**config.mk**
```make
export PLATFORM = sky130hd
export DESIGN_NAME = prefix_add_result_buffer
export DESIGN_NICKNAME = d
export VERILOG_FILES = /design/src/rtl/prefix_add_result_buffer.sv
export SDC_FILE = /design/constraint.sdc
export NUM_CORES = 1
export LEC_CHECK = 0
export ABC_CLOCK_PERIOD_IN_PS = 2750
export BUFFER_PORTS_ARGS = -buffer_cell sky130_fd_sc_hd__buf_2
export CORE_AREA = 2 2 165 167
export CTS_CLUSTER_DIAMETER = 150
export DETAILED_ROUTE_END_ITERATION = 10
export DIE_AREA = 0 0 167 169
export PLACE_DENSITY = 0.72
export SLEW_MARGIN = 20
export SYNTH_ARGS = -nofsm -noshare
export SYNTH_HDL_FRONTEND = slang
export SYNTH_SLANG_ARGS = --single-unit
```
**constraint.sdc**
```tcl
create_clock -name clk -period 2.75 [get_ports clk]
set_input_delay 0.1375 -clock clk [delete_from_list [all_inputs] [get_ports clk]]
set_output_delay 0.1375 -clock clk [all_outputs]
set_load 0.1 [all_outputs]
```
**src/rtl/prefix_add_result_buffer.sv**
```systemverilog
// Valid/ready wrapper for a fixed-latency, non-stallable prefix adder. Operands
// pass straight through, and a valid delay line marks the real results. Those
// results land in a FIFO whose space is reserved up front by occupancy credits.
module prefix_add_result_buffer #(
  parameter int N     = 5,
  parameter int LAT   = N + 1,
  parameter int DEPTH = 8
) (
  input  logic              clk,
  input  logic              reset,
  input  logic              in_valid,
  output logic              in_ready,
  input  logic [2**N-1:0]   a_in,
  input  logic [2**N-1:0]   b_in,
  input  logic              cin_in,
  output logic [2**N-1:0]   add_a,
  output logic [2**N-1:0]   add_b,
  output logic              add_cin,
  input  logic [2**N-1:0]   add_s,
  input  logic              add_cout,
  output logic              out_valid,
  input  logic              out_ready,
  output logic [2**N-1:0]   out_sum,
  output logic              out_cout
);

  localparam int W  = 2**N;
  localparam int PW = (DEPTH > 1) ? $clog2(DEPTH) : 1;
  localparam int CW = $clog2(DEPTH + 1);

  // Handshake: a transfer happens on a rising edge where valid & ready are both 1.
  // A producer holds its data stable while valid & !ready. in_ready depends only on
  // registered state.
  logic          fire;
  logic          pop;
  logic          push;
  logic          full;
  logic [LAT-1:0] v;
  logic [CW-1:0] occ;
  logic [CW-1:0] count;
  logic [PW-1:0] wr_ptr;
  logic [PW-1:0] rd_ptr;
  logic [W:0]    mem [DEPTH];

  assign add_a   = a_in;
  assign add_b   = b_in;
  assign add_cin = cin_in;

  assign in_ready  = (occ < CW'(DEPTH));
  assign fire      = in_valid & in_ready;
  assign out_valid = (count != '0);
  assign pop       = out_valid & out_ready;
  assign push      = v[LAT-1];
  assign full      = (count == CW'(DEPTH));

  assign out_sum  = mem[rd_ptr][W-1:0];
  assign out_cout = mem[rd_ptr][W];

  always_ff @(posedge clk) begin
    if (reset) begin
      v <= '0;
    end else begin
      v[0] <= fire;
      for (int k = 1; k < LAT; k++) v[k] <= v[k-1];
    end
  end

  // occ counts every accepted transaction not yet popped, in flight or stored.
  // Holding it at DEPTH or below guarantees the FIFO has room for each push.
  always_ff @(posedge clk) begin
    if (reset) begin
      occ <= '0;
    end else if (fire && !pop) begin
      occ <= occ + CW'(1);
    end else if (!fire && pop) begin
      occ <= occ - CW'(1);
    end
  end

  always_ff @(posedge clk) begin
    if (reset) begin
      wr_ptr <= '0;
      rd_ptr <= '0;
      count  <= '0;
      for (int i = 0; i < DEPTH; i++) mem[i] <= '0;
    end else begin
      if (push) begin
        mem[wr_ptr] <= {add_cout, add_s};
        wr_ptr      <= (wr_ptr == PW'(DEPTH - 1)) ? '0 : wr_ptr + PW'(1);
      end
      if (pop) begin
        rd_ptr <= (rd_ptr == PW'(DEPTH - 1)) ? '0 : rd_ptr + PW'(1);
      end
      case ({push, pop})
        2'b10:   count <= count + CW'(1);
        2'b01:   count <= count - CW'(1);
        default: count <= count;
      endcase
    end
  end

  always_ff @(posedge clk) begin
    if (!reset) begin
      assert (!(push && full)) else $error("push into full result FIFO");
    end
  end

endmodule

```
==> results of run 1 <==
[tightest hold or removal path: stages]
cell and delay [ns]:
buf_2 0.19, buf_4 0.24, nor2_1 0.11
[power by group through the flow]
| stage | combinational [mW] | clock [mW] | sequential [mW] |
|---|---|---|---|
| floorplan | 0.940 | 0 | 5.04 |
| global placement | 0.683 | 0 | 5.05 |
| detailed placement | 0.691 | 0 | 5.06 |
| CTS | 0.734 | 4.15 | 4.97 |
| global route | 0.784 | 4.33 | 4.98 |
| finish | 0.729 | 4.11 | 4.96 |
[repair_timing]
action / in CTS / in global routing
setup endpoints to repair: 0 / 7
buffers inserted: 0 / 0
hold buffers: 35 / 0
gates resized for setup: 0 / 6
hold endpoints to repair: 268 / 0
[cell usage in the layout (no fill, tap or decap), drive strengths merged, types with 6 or more instances in the layout]
cell type,n
or2,8
nand2,7
a21oi,8
mux2,34
mux4,66
buf,90
dfxtp,23
dlygate4sd3,35
and2,264
ha,10
clkbuf,38
bufinv,6
nor2,20
nor2b,8
clkinv,13
edfxtp,264
[worst paths after layout]
kind | from | endpoint | slack (ns)
worst min register to register | v[0] | v[1] | 0.44
worst max-delay path | flop | out_cout | 0.1
worst min-delay path | reset | occ[1] | 0.18
worst max register to register | count[0] | occ[3] | 0.18
[per-layer routing]
layer | vias to the layer above | global-route usage
met5 | - | 0
met3 | 48 | 0.0358
li1 | 3156 | -
met2 | 221 | 0.333
met4 | 2 | 0.0525
met1 | 3555 | 0.270
[final cells by class]
| cell class | instances | area (µm²) | area share |
|---|---|---|---|
| repair buffers | 129 | 996 | 0.0664 |
| flip-flops and latches | 287 | 8390 | 0.559 |
| well taps | 341 | 427 | 0.0284 |
| clock inverters | 19 | 240 | 0.0160 |
| multi-input cells | 457 | 4190 | 0.279 |
| clock buffers | 34 | 744 | 0.0496 |
| diodes | 1 | 2.50 | 0.000167 |
| inverters | 4 | 15.0 | 0.00100 |
[kinds of logic (layout without fill, tap and decap cells)]
family | Yosys count | after routing | share of synthesized area
mux | 104 | 104 | 0.144
other cells | 0 | 1 | 0
simple gates | 323 | 323 | 0.149
flops | 287 | 287 | 0.632
fa+ha+maj | 11 | 11 | 0.0109
buf+inv | 116 | 186 | 0.0549
compound gates | 14 | 14 | 0.00585
xor+xnor | 5 | 5 | 0.00330
[stage by stage]
step                total power [mW]  std cells  worst slack [ns]  utilization  hold WS (ns)
global route                    10.1       1272         -0.000116        0.566         0.201
finish                          9.80       1272            0.0974        0.566         0.180
CTS                             9.85       1271            0.0193        0.565         0.163
detailed placement              5.75       1183             0.168        0.515         0.276
floorplan                       5.98        860            0.0855            -         0.312
global placement                5.73       1183             0.199        0.515         0.276
[flip-flops by register name, summed over array words and instances (netlist names), named ones only]
| register | flops |
|---|---|
| count | 4 |
| mem | 264 |
| occ | 4 |
| rd_ptr | 3 |
| v | 6 |
| wr_ptr | 3 |
==> impl_metrics.json, run 1 <==
{
  "die_w_um": 167,
  "ir_drop_mv": 0.491,
  "grt_pass1_wl_um": 43000,
  "cts_inserted_buffers": 29,
  "met1_length_um": 11700,
  "required_ns": 2.61,
  "clockBufferDepth": 3,
  "die_h_um": 169,
  "holdCritPathClass": "input pin to flop",
  "fin_area_um2": 15000,
  "status": "finished, final reports clean",
  "synth_top_area_share": 0.597,
  "clk_pin_slew_ns": 0.06,
  "route.met3.wl_um": 1650,
  "async_flop_share": 0,
  "core_um2": 26500,
  "cts_max_level": 1,
  "combPwrFrac": 0.074,
  "max_stage_delay_ns": 0.53,
  "start_kind": "flop",
  "dr.max_layer_used": "met5",
  "hold_path_depth": 3,
  "place_area_um2": 13600,
  "area_growth_pct": 13.1,
  "internal-power_mw": 7.64,
  "synth_area_leaders": "edfxtp_1, and2_1, mux4_2, buf_4, dfxtp_1",
  "wl_per_cell_um": 21.5,
  "overflow": 0,
  "synth_area_leader_cell": "edfxtp_1",
  "clk_latency_ns": 0.53,
  "cp-end-kind": "output pin",
  "start_util": 0.501,
  "ioPinCount": 202,
  "viasPerCell": 5.49,
  "arrival_ns": 2.52,
  "cp_top_family": "multiplexers",
  "drv_slew": 0,
  "reg2reg_depth": 9,
  "critical_path.cell_chain": "buf_16 -> mux4_2 -> mux2_2 -> clkbuf_4",
  "fmax_mhz": 377,
  "clockRootBuffer": "clkbuf_16",
  "crit_type": "flop to output pin",
  "synth.distinct_cells": 38,
  "rsz0062_at_grt": "true",
  "dp_hpwl_um": 15000,
  "finalHoldViolations": 0,
  "cpMaxStageDelayCell": "mux4_2",
  "gr-usage-all-layers": 0.198,
  "place_congestion": 0.750,
  "rows": 60,
  "p_switching_mw": 2.16,
  "drtIter0Drc": 484,
  "cts_tree": "done",
  "synth-seq-cells": 287,
  "min_period_ns": 2.65,
  "synth_top_cells_by_count": "and2_1, edfxtp_1, buf_4, mux4_2, mux2_2",
  "nets": 1021,
  "final_antenna_net_count": 0,
  "crit_cells": 4,
  "clockPowerShare": 0.419,
  "syn_avg_cell_area_um2": 15.4,
  "sw_frac_of_total": 0.221,
  "synth_nets": 973,
  "clock_skew_ns": 0.0108,
  "finalSetupTns_ns": 0,
  "wl_um": 27300,
  "synth_edf_count": 264,
  "total_leakage_power_nw": 5.56,
  "portBuffers": 71,
  "dieArea_um2": 28200,
  "wl_met2_um": 13600,
  "drc": 0,
  "cts.sinks": 287,
  "grt_max_degree": 42,
  "grt_pass1_vias": 7509,
  "powerDensity_nw_per_um2": 653,
  "setup_violations": 0,
  "drt-pass1-iter-count": 4,
  "worst_slew_pin_slew_ns": 1.01,
  "finalCritPeriodShare": 0.965,
  "vias": 6982,
  "nFillCells": 2062,
  "synthFlopType": "edfxtp_1",
  "slew_headroom": 0.325,
  "crit_buf_inv": 2,
  "cap_violations": 0,
  "synth_seq_area_share": 0.632,
  "netlist_instances": 860,
  "yosysWarningCount": 0,
  "crit_fanout": 31,
  "synth_area_um2": 13300,
  "power_frac_seq": 0.507,
  "drive_above_1_share": 0.278,
  "grt_antenna_before_repair": 2
}
Power figures use the tool's default switching activity.
==> inputs of run 2 (changes only) <==
BUFFER_PORTS_ARGS = -buffer_cell sky130_fd_sc_hd__buf_4   (was -buffer_cell sky130_fd_sc_hd__buf_2)
GPL_ROUTABILITY_DRIVEN = 0   (was unset)
==> run 2 against run 1 <==
- global-route usage shrank 0.29 points
- hold slack gained 0.095 ns
- via count shrank 1.7%
- die area is the same
- total power shrank 3.1%
- routed wire length shrank 1.2%
- clock skew shrank 0.0016 ns
- design area grew 0.57%
- critical endpoint is now occ[3]
- largest cell class unchanged
- largest power group unchanged
==> impl_metrics.json, run 2 (synthesis results as in run 1) <==
{
  "status": "finished, final reports clean",
  "cp-end-kind": "flop",
  "viasPerCell": 5.38,
  "seqCellArea_um2": 8390,
  "worst_slew_pin_slew_ns": 1.06,
  "dieArea_um2": 28200,
  "core_um2": 26500,
  "drtIter0Drc": 461,
  "r2r_start": "count[0]",
  "reg2reg_depth": 9,
  "finalSetupTns_ns": 0,
  "arrival_ns": 3.05,
  "ioPinCount": 202,
  "crit_type": "flop to flop",
  "final_antenna_net_count": 0,
  "power_frac_seq": 0.523,
  "final_cell_mix": "and2_1, edfxtp_1, buf_4, mux4_2, dlygate4sd3_1",
  "start_util": 0.501,
  "start_kind": "flop",
  "sw_frac_of_total": 0.222,
  "clockPowerShare": 0.397,
  "min_period_ns": 2.63,
  "p_switching_mw": 2.11,
  "cts_max_level": 1,
  "finalCritPeriodShare": 0.957,
  "reg2reg_to": "occ[3]",
  "grt_antenna_before_repair": 1,
  "wl_um": 27000,
  "power_mw": 9.50,
  "die_w_um": 167,
  "drt-pass1-iter-count": 5,
  "multi_input_area_um2": 4190,
  "slew_headroom": 0.294,
  "cts_tree": "done",
  "drive_above_1_share": 0.279,
  "clock_skew_ns": 0.00921,
  "nets": 1027,
  "dp_hpwl_um": 14900,
  "rsz0062_at_grt": "false",
  "wl_per_cell_um": 21.2,
  "combPwrFrac": 0.080,
  "die_h_um": 169,
  "crit_end": "occ[3]",
  "reg_top3": "mem (264), v (6)",
  "rows": 60,
  "cts.sinks": 287,
  "gr-usage-all-layers": 0.196,
  "area_growth_pct": 13.8,
  "overflow": 0,
  "setup_violations": 0,
  "ir_drop_mv": 0.553,
  "powerDensity_nw_per_um2": 629,
  "finalHoldViolations": 0,
  "cap_violations": 0,
  "grt_max_degree": 45,
  "portBuffers": 71,
  "top_register": "mem",
  "startpoint": "count[0]",
  "clockBufferDepth": 3,
  "required_ns": 3.17,
  "timing.reg2reg.setup_slack_ns": 0.12,
  "vias": 6860,
  "clk_pin_slew_ns": 0.06,
  "total_leakage_power_nw": 5.59,
  "cts_inserted_buffers": 29,
  "grt_pass1_vias": 7275,
  "drc": 0,
  "clockRootBuffer": "clkbuf_16",
  "grt_pass1_wl_um": 42100,
  "nFillCells": 2058,
  "internal-power_mw": 7.38,
  "largest_reg_flops": 264,
  "crit_fanout": 6,
  "fmax_mhz": 380,
  "drv_slew": 0,
  "holdWs_ns": 0.275,
  "cts-resized-gates": 0,
  "holdCritPathClass": "input pin to output pin",
  "clk_latency_ns": 0.53
}
[run 2: cell types whose count changed in the layout (fill, tap and decap cells not counted), moves of 2 or more]
cell       previous run  this run
buf_4                15        94
buf_12                7         5
bufinv_16             6         3
clkbuf_4              4         0
buf_2                67         0
[run 2: through the flow]
step	utilization	instances	setup WS (ns)	instance area (µm²)
6_report	0.570	1276	0.118	15100
5_1_grt	0.570	1276	0.0123	15100
4_1_cts	0.569	1272	0.00989	15100
3_5_place_dp	0.521	1185	0.158	13800
3_3_place_gp	0.521	1185	0.189	13800
2_1_floorplan	-	860	0.0855	13300
[run 2: how the worst min path moves through the flow]
stage / startpoint / endpoint / slack [ns] / cells past startpoint
after floorplan: out_ready / flop / 0.31 / 2
after global placement: a_in[17] / add_a[17] / 0.28 / 0
after detailed placement: a_in[17] / add_a[17] / 0.28 / 0
after CTS: a_in[17] / add_a[17] / 0.28 / 0
after global routing: a_in[21] / add_a[21] / 0.28 / 0
final: a_in[28] / add_a[28] / 0.28 / 0
[run 2: power groups by stage]
stage	sequential (mW)	clock, mW	combinational [mW]
2_1_floorplan	5.04	0	0.940
3_3_place_gp	5.05	0	0.713
3_5_place_dp	5.06	0	0.719
4_1_cts	4.97	3.83	0.763
5_1_grt	4.98	4.02	0.813
6_report	4.96	3.77	0.758
[run 2: final cells by class]
cell class / instances / area share
inverter: 4 / 0.000995
multi-input combinational: 457 / 0.277
antenna: 1 / 0.000166
tap: 341 / 0.0283
clock inverter: 16 / 0.0103
timing repair buffer: 135 / 0.0772
sequential: 287 / 0.556
clock buffer: 35 / 0.0496
[run 2: metal layers]
metal / GRT usage / routed length (µm)
met1: 0.257 / 11100
met2: 0.346 / 13900
met3: 0.0299 / 1660
met4: 0.0427 / 345
met5: 0 / 0
[run 2: critical path, cell delays in order (launching register included)]
cell and delay (ns):
dfxtp_1 0.35, or4_4 0.54, nand2_1 0.18, ha_1 0.20, inv_1 0.09, ha_1 0.33, a21oi_1 0.19, a211oi_1 0.10
a31oi_1 0.17, mux2_2 0.34
[run 2: timing repair]
item | 4_1_cts | 5_1_grt
endpoints found under the hold margin | 281 | 0
setup endpoints to repair | 0 | 16
hold buffers | 36 | 0
buffers inserted | 0 | 3
==> inputs of run 3 (changes only) <==
CELL_PAD_IN_SITES_DETAIL_PLACEMENT = 0   (was unset)
CELL_PAD_IN_SITES_GLOBAL_PLACEMENT = 1   (was unset)
CORE_AREA = 2 2 170 172   (was 2 2 165 167)
DIE_AREA = 0 0 172 174   (was 0 0 167 169)
PLACE_DENSITY = unset   (was 0.72)
PLACE_DENSITY_LB_ADDON = 0.1   (was unset)
==> run 3 against run 2 <==
- setup slack gained 0.074 ns
- highest routed layer unchanged
- non-clock buffer count decreased by 9
- cell count rose by 3.4%
- register-to-register slack better by 0.07 ns
- largest power group unchanged
- sequential power barely moved
- critical path type unchanged
==> impl_metrics.json, run 3 (synthesis results as in run 1) <==
{
  "dpl_worst_slack_ns": 0.111,
  "drtIter0Drc": 433,
  "fmax_mhz": 391,
  "finalHoldViolations": 0,
  "cap_violations": 0,
  "final_antenna_net_count": 0,
  "finalCritPeriodShare": 0.930,
  "clk_pin_slew_ns": 0.05,
  "required_ns": 3.13,
  "dieArea_um2": 29900,
  "rows": 62,
  "die_w_um": 172,
  "timing.reg2reg.setup_slack_ns": 0.19,
  "dp_hpwl_um": 15800,
  "portBuffers": 71,
  "crit_type": "flop to flop",
  "grt_antenna_before_repair": 1,
  "top_register": "mem",
  "nets": 1023,
  "reg2reg_to": "occ[3]",
  "ioPinCount": 202,
  "cp-end-kind": "flop",
  "fin_cells": 1319,
  "clockRootBuffer": "clkbuf_16",
  "area_growth_pct": 14.9,
  "use_met2": 0.351,
  "grt_use_met1": 0.258,
  "place_area_um2": 13900,
  "cts_max_level": 2,
  "cts.sinks": 287,
  "wl_um": 29400,
  "clk_latency_ns": 0.50,
  "dp_cells": 1224,
  "gr-usage-all-layers": 0.202,
  "drt-pass1-iter-count": 5,
  "hold_end": "count[1]",
  "drc": 0,
  "grt_pass1_vias": 7585,
  "reg2reg_depth": 9,
  "finalSetupTns_ns": 0,
  "cts_tree": "done",
  "vias": 7095,
  "core_um2": 28200,
  "viasPerCell": 5.38,
  "start_util": 0.470,
  "cts_inserted_buffers": 34,
  "grt-busiest-layer": "met2",
  "wl_per_cell_um": 22.3,
  "met3_usage": 0.0355,
  "min_period_ns": 2.56,
  "worst_slew_pin_slew_ns": 0.664,
  "hold_path_depth": 2,
  "powerDensity_nw_per_um2": 650,
  "status": "finished, final reports clean",
  "holdWs_ns": 0.0324,
  "total_leakage_power_nw": 5.61,
  "die_h_um": 174,
  "overflow": 0,
  "largest_reg_flops": 264,
  "setup_violations": 0,
  "drive_above_1_share": 0.273,
  "rsz0062_at_grt": "false",
  "ir_drop_mv": 0.462,
  "reg_top3": "mem (264), v (6)",
  "drv_slew": 0,
  "crit_fanout": 6,
  "holdCritPathClass": "input pin to flop",
  "start_kind": "flop",
  "arrival_ns": 2.94,
  "fin_area_um2": 15200,
  "worstHoldStart": "reset",
  "clock_skew_ns": 0.00988,
  "slew_headroom": 0.557,
  "r2r_start": "count[0]",
  "cts_setup_buffers": 0,
  "clockBufferDepth": 3,
  "grt_max_degree": 41,
  "grt_pass1_wl_um": 44200,
  "setup_ws_ns": 0.192,
  "final_cell_mix": "and2_1, edfxtp_1, buf_4, mux4_2, clkbuf_16"
}
-- run 3: what timing repair did --
| action | 4_1_cts | 5_1_grt |
|---|---|---|
| hold buffers | 34 | 0 |
| endpoints found under the setup margin | 0 | 1 |
| endpoints found under the hold margin | 268 | 0 |
| gates resized for setup | 0 | 2 |
-- run 3: worst max path at each step --
stage / cells past startpoint / end / startpoint
floorplan: 9 / occ[3] / count[0]
global placement: 9 / occ[3] / count[0]
detailed placement: 9 / occ[3] / count[0]
CTS: 9 / occ[3] / count[0]
global route: 9 / occ[3] / count[0]
finish: 9 / occ[3] / count[0]
-- run 3: through the flow --
stage | total power, mW | utilization
after floorplan | 5.98 | -
after global placement | 5.76 | 0.491
after detailed placement | 5.80 | 0.491
after CTS | 10.0 | 0.539
after global routing | 10.2 | 0.540
final | 9.90 | 0.540
-- run 3: layout make-up --
| cell class | count | area (µm²) |
|---|---|---|
| fill | 2367 | 13000 |
| sequential | 287 | 8390 |
| multi-input combinational | 457 | 4200 |
| timing repair buffer | 126 | 1120 |
| clock buffer | 49 | 992 |
| tap | 384 | 480 |
| clock inverter | 11 | 45.0 |
| inverter | 4 | 15.0 |
| antenna | 1 | 2.50 |
-- run 3: power by group --
part / leakage, nW / internal [mW] / switching [mW]
combinational: 2.19 / 0.276 / 0.501
sequential: 2.91 / 4.91 / 0.0550
clock: 0.506 / 2.50 / 1.66
-- run 3: critical path, stage by stage (launching register included) --
cell	delay, ns
dfxtp_1	0.35
or4_4	0.55
nand2_2	0.14
ha_1	0.18
inv_1	0.09
ha_1	0.35
a21oi_2	0.17
a211oi_1	0.09
a31oi_1	0.17
mux2_2	0.36
-- run 3: layer usage --
| metal | vias to the layer above | part of all wire |
|---|---|---|
| met5 | - | 0 |
| met4 | 0 | 0.022 |
| met2 | 254 | 0.51 |
| met1 | 3600 | 0.40 |
| met3 | 69 | 0.064 |
| li1 | 3172 | - |
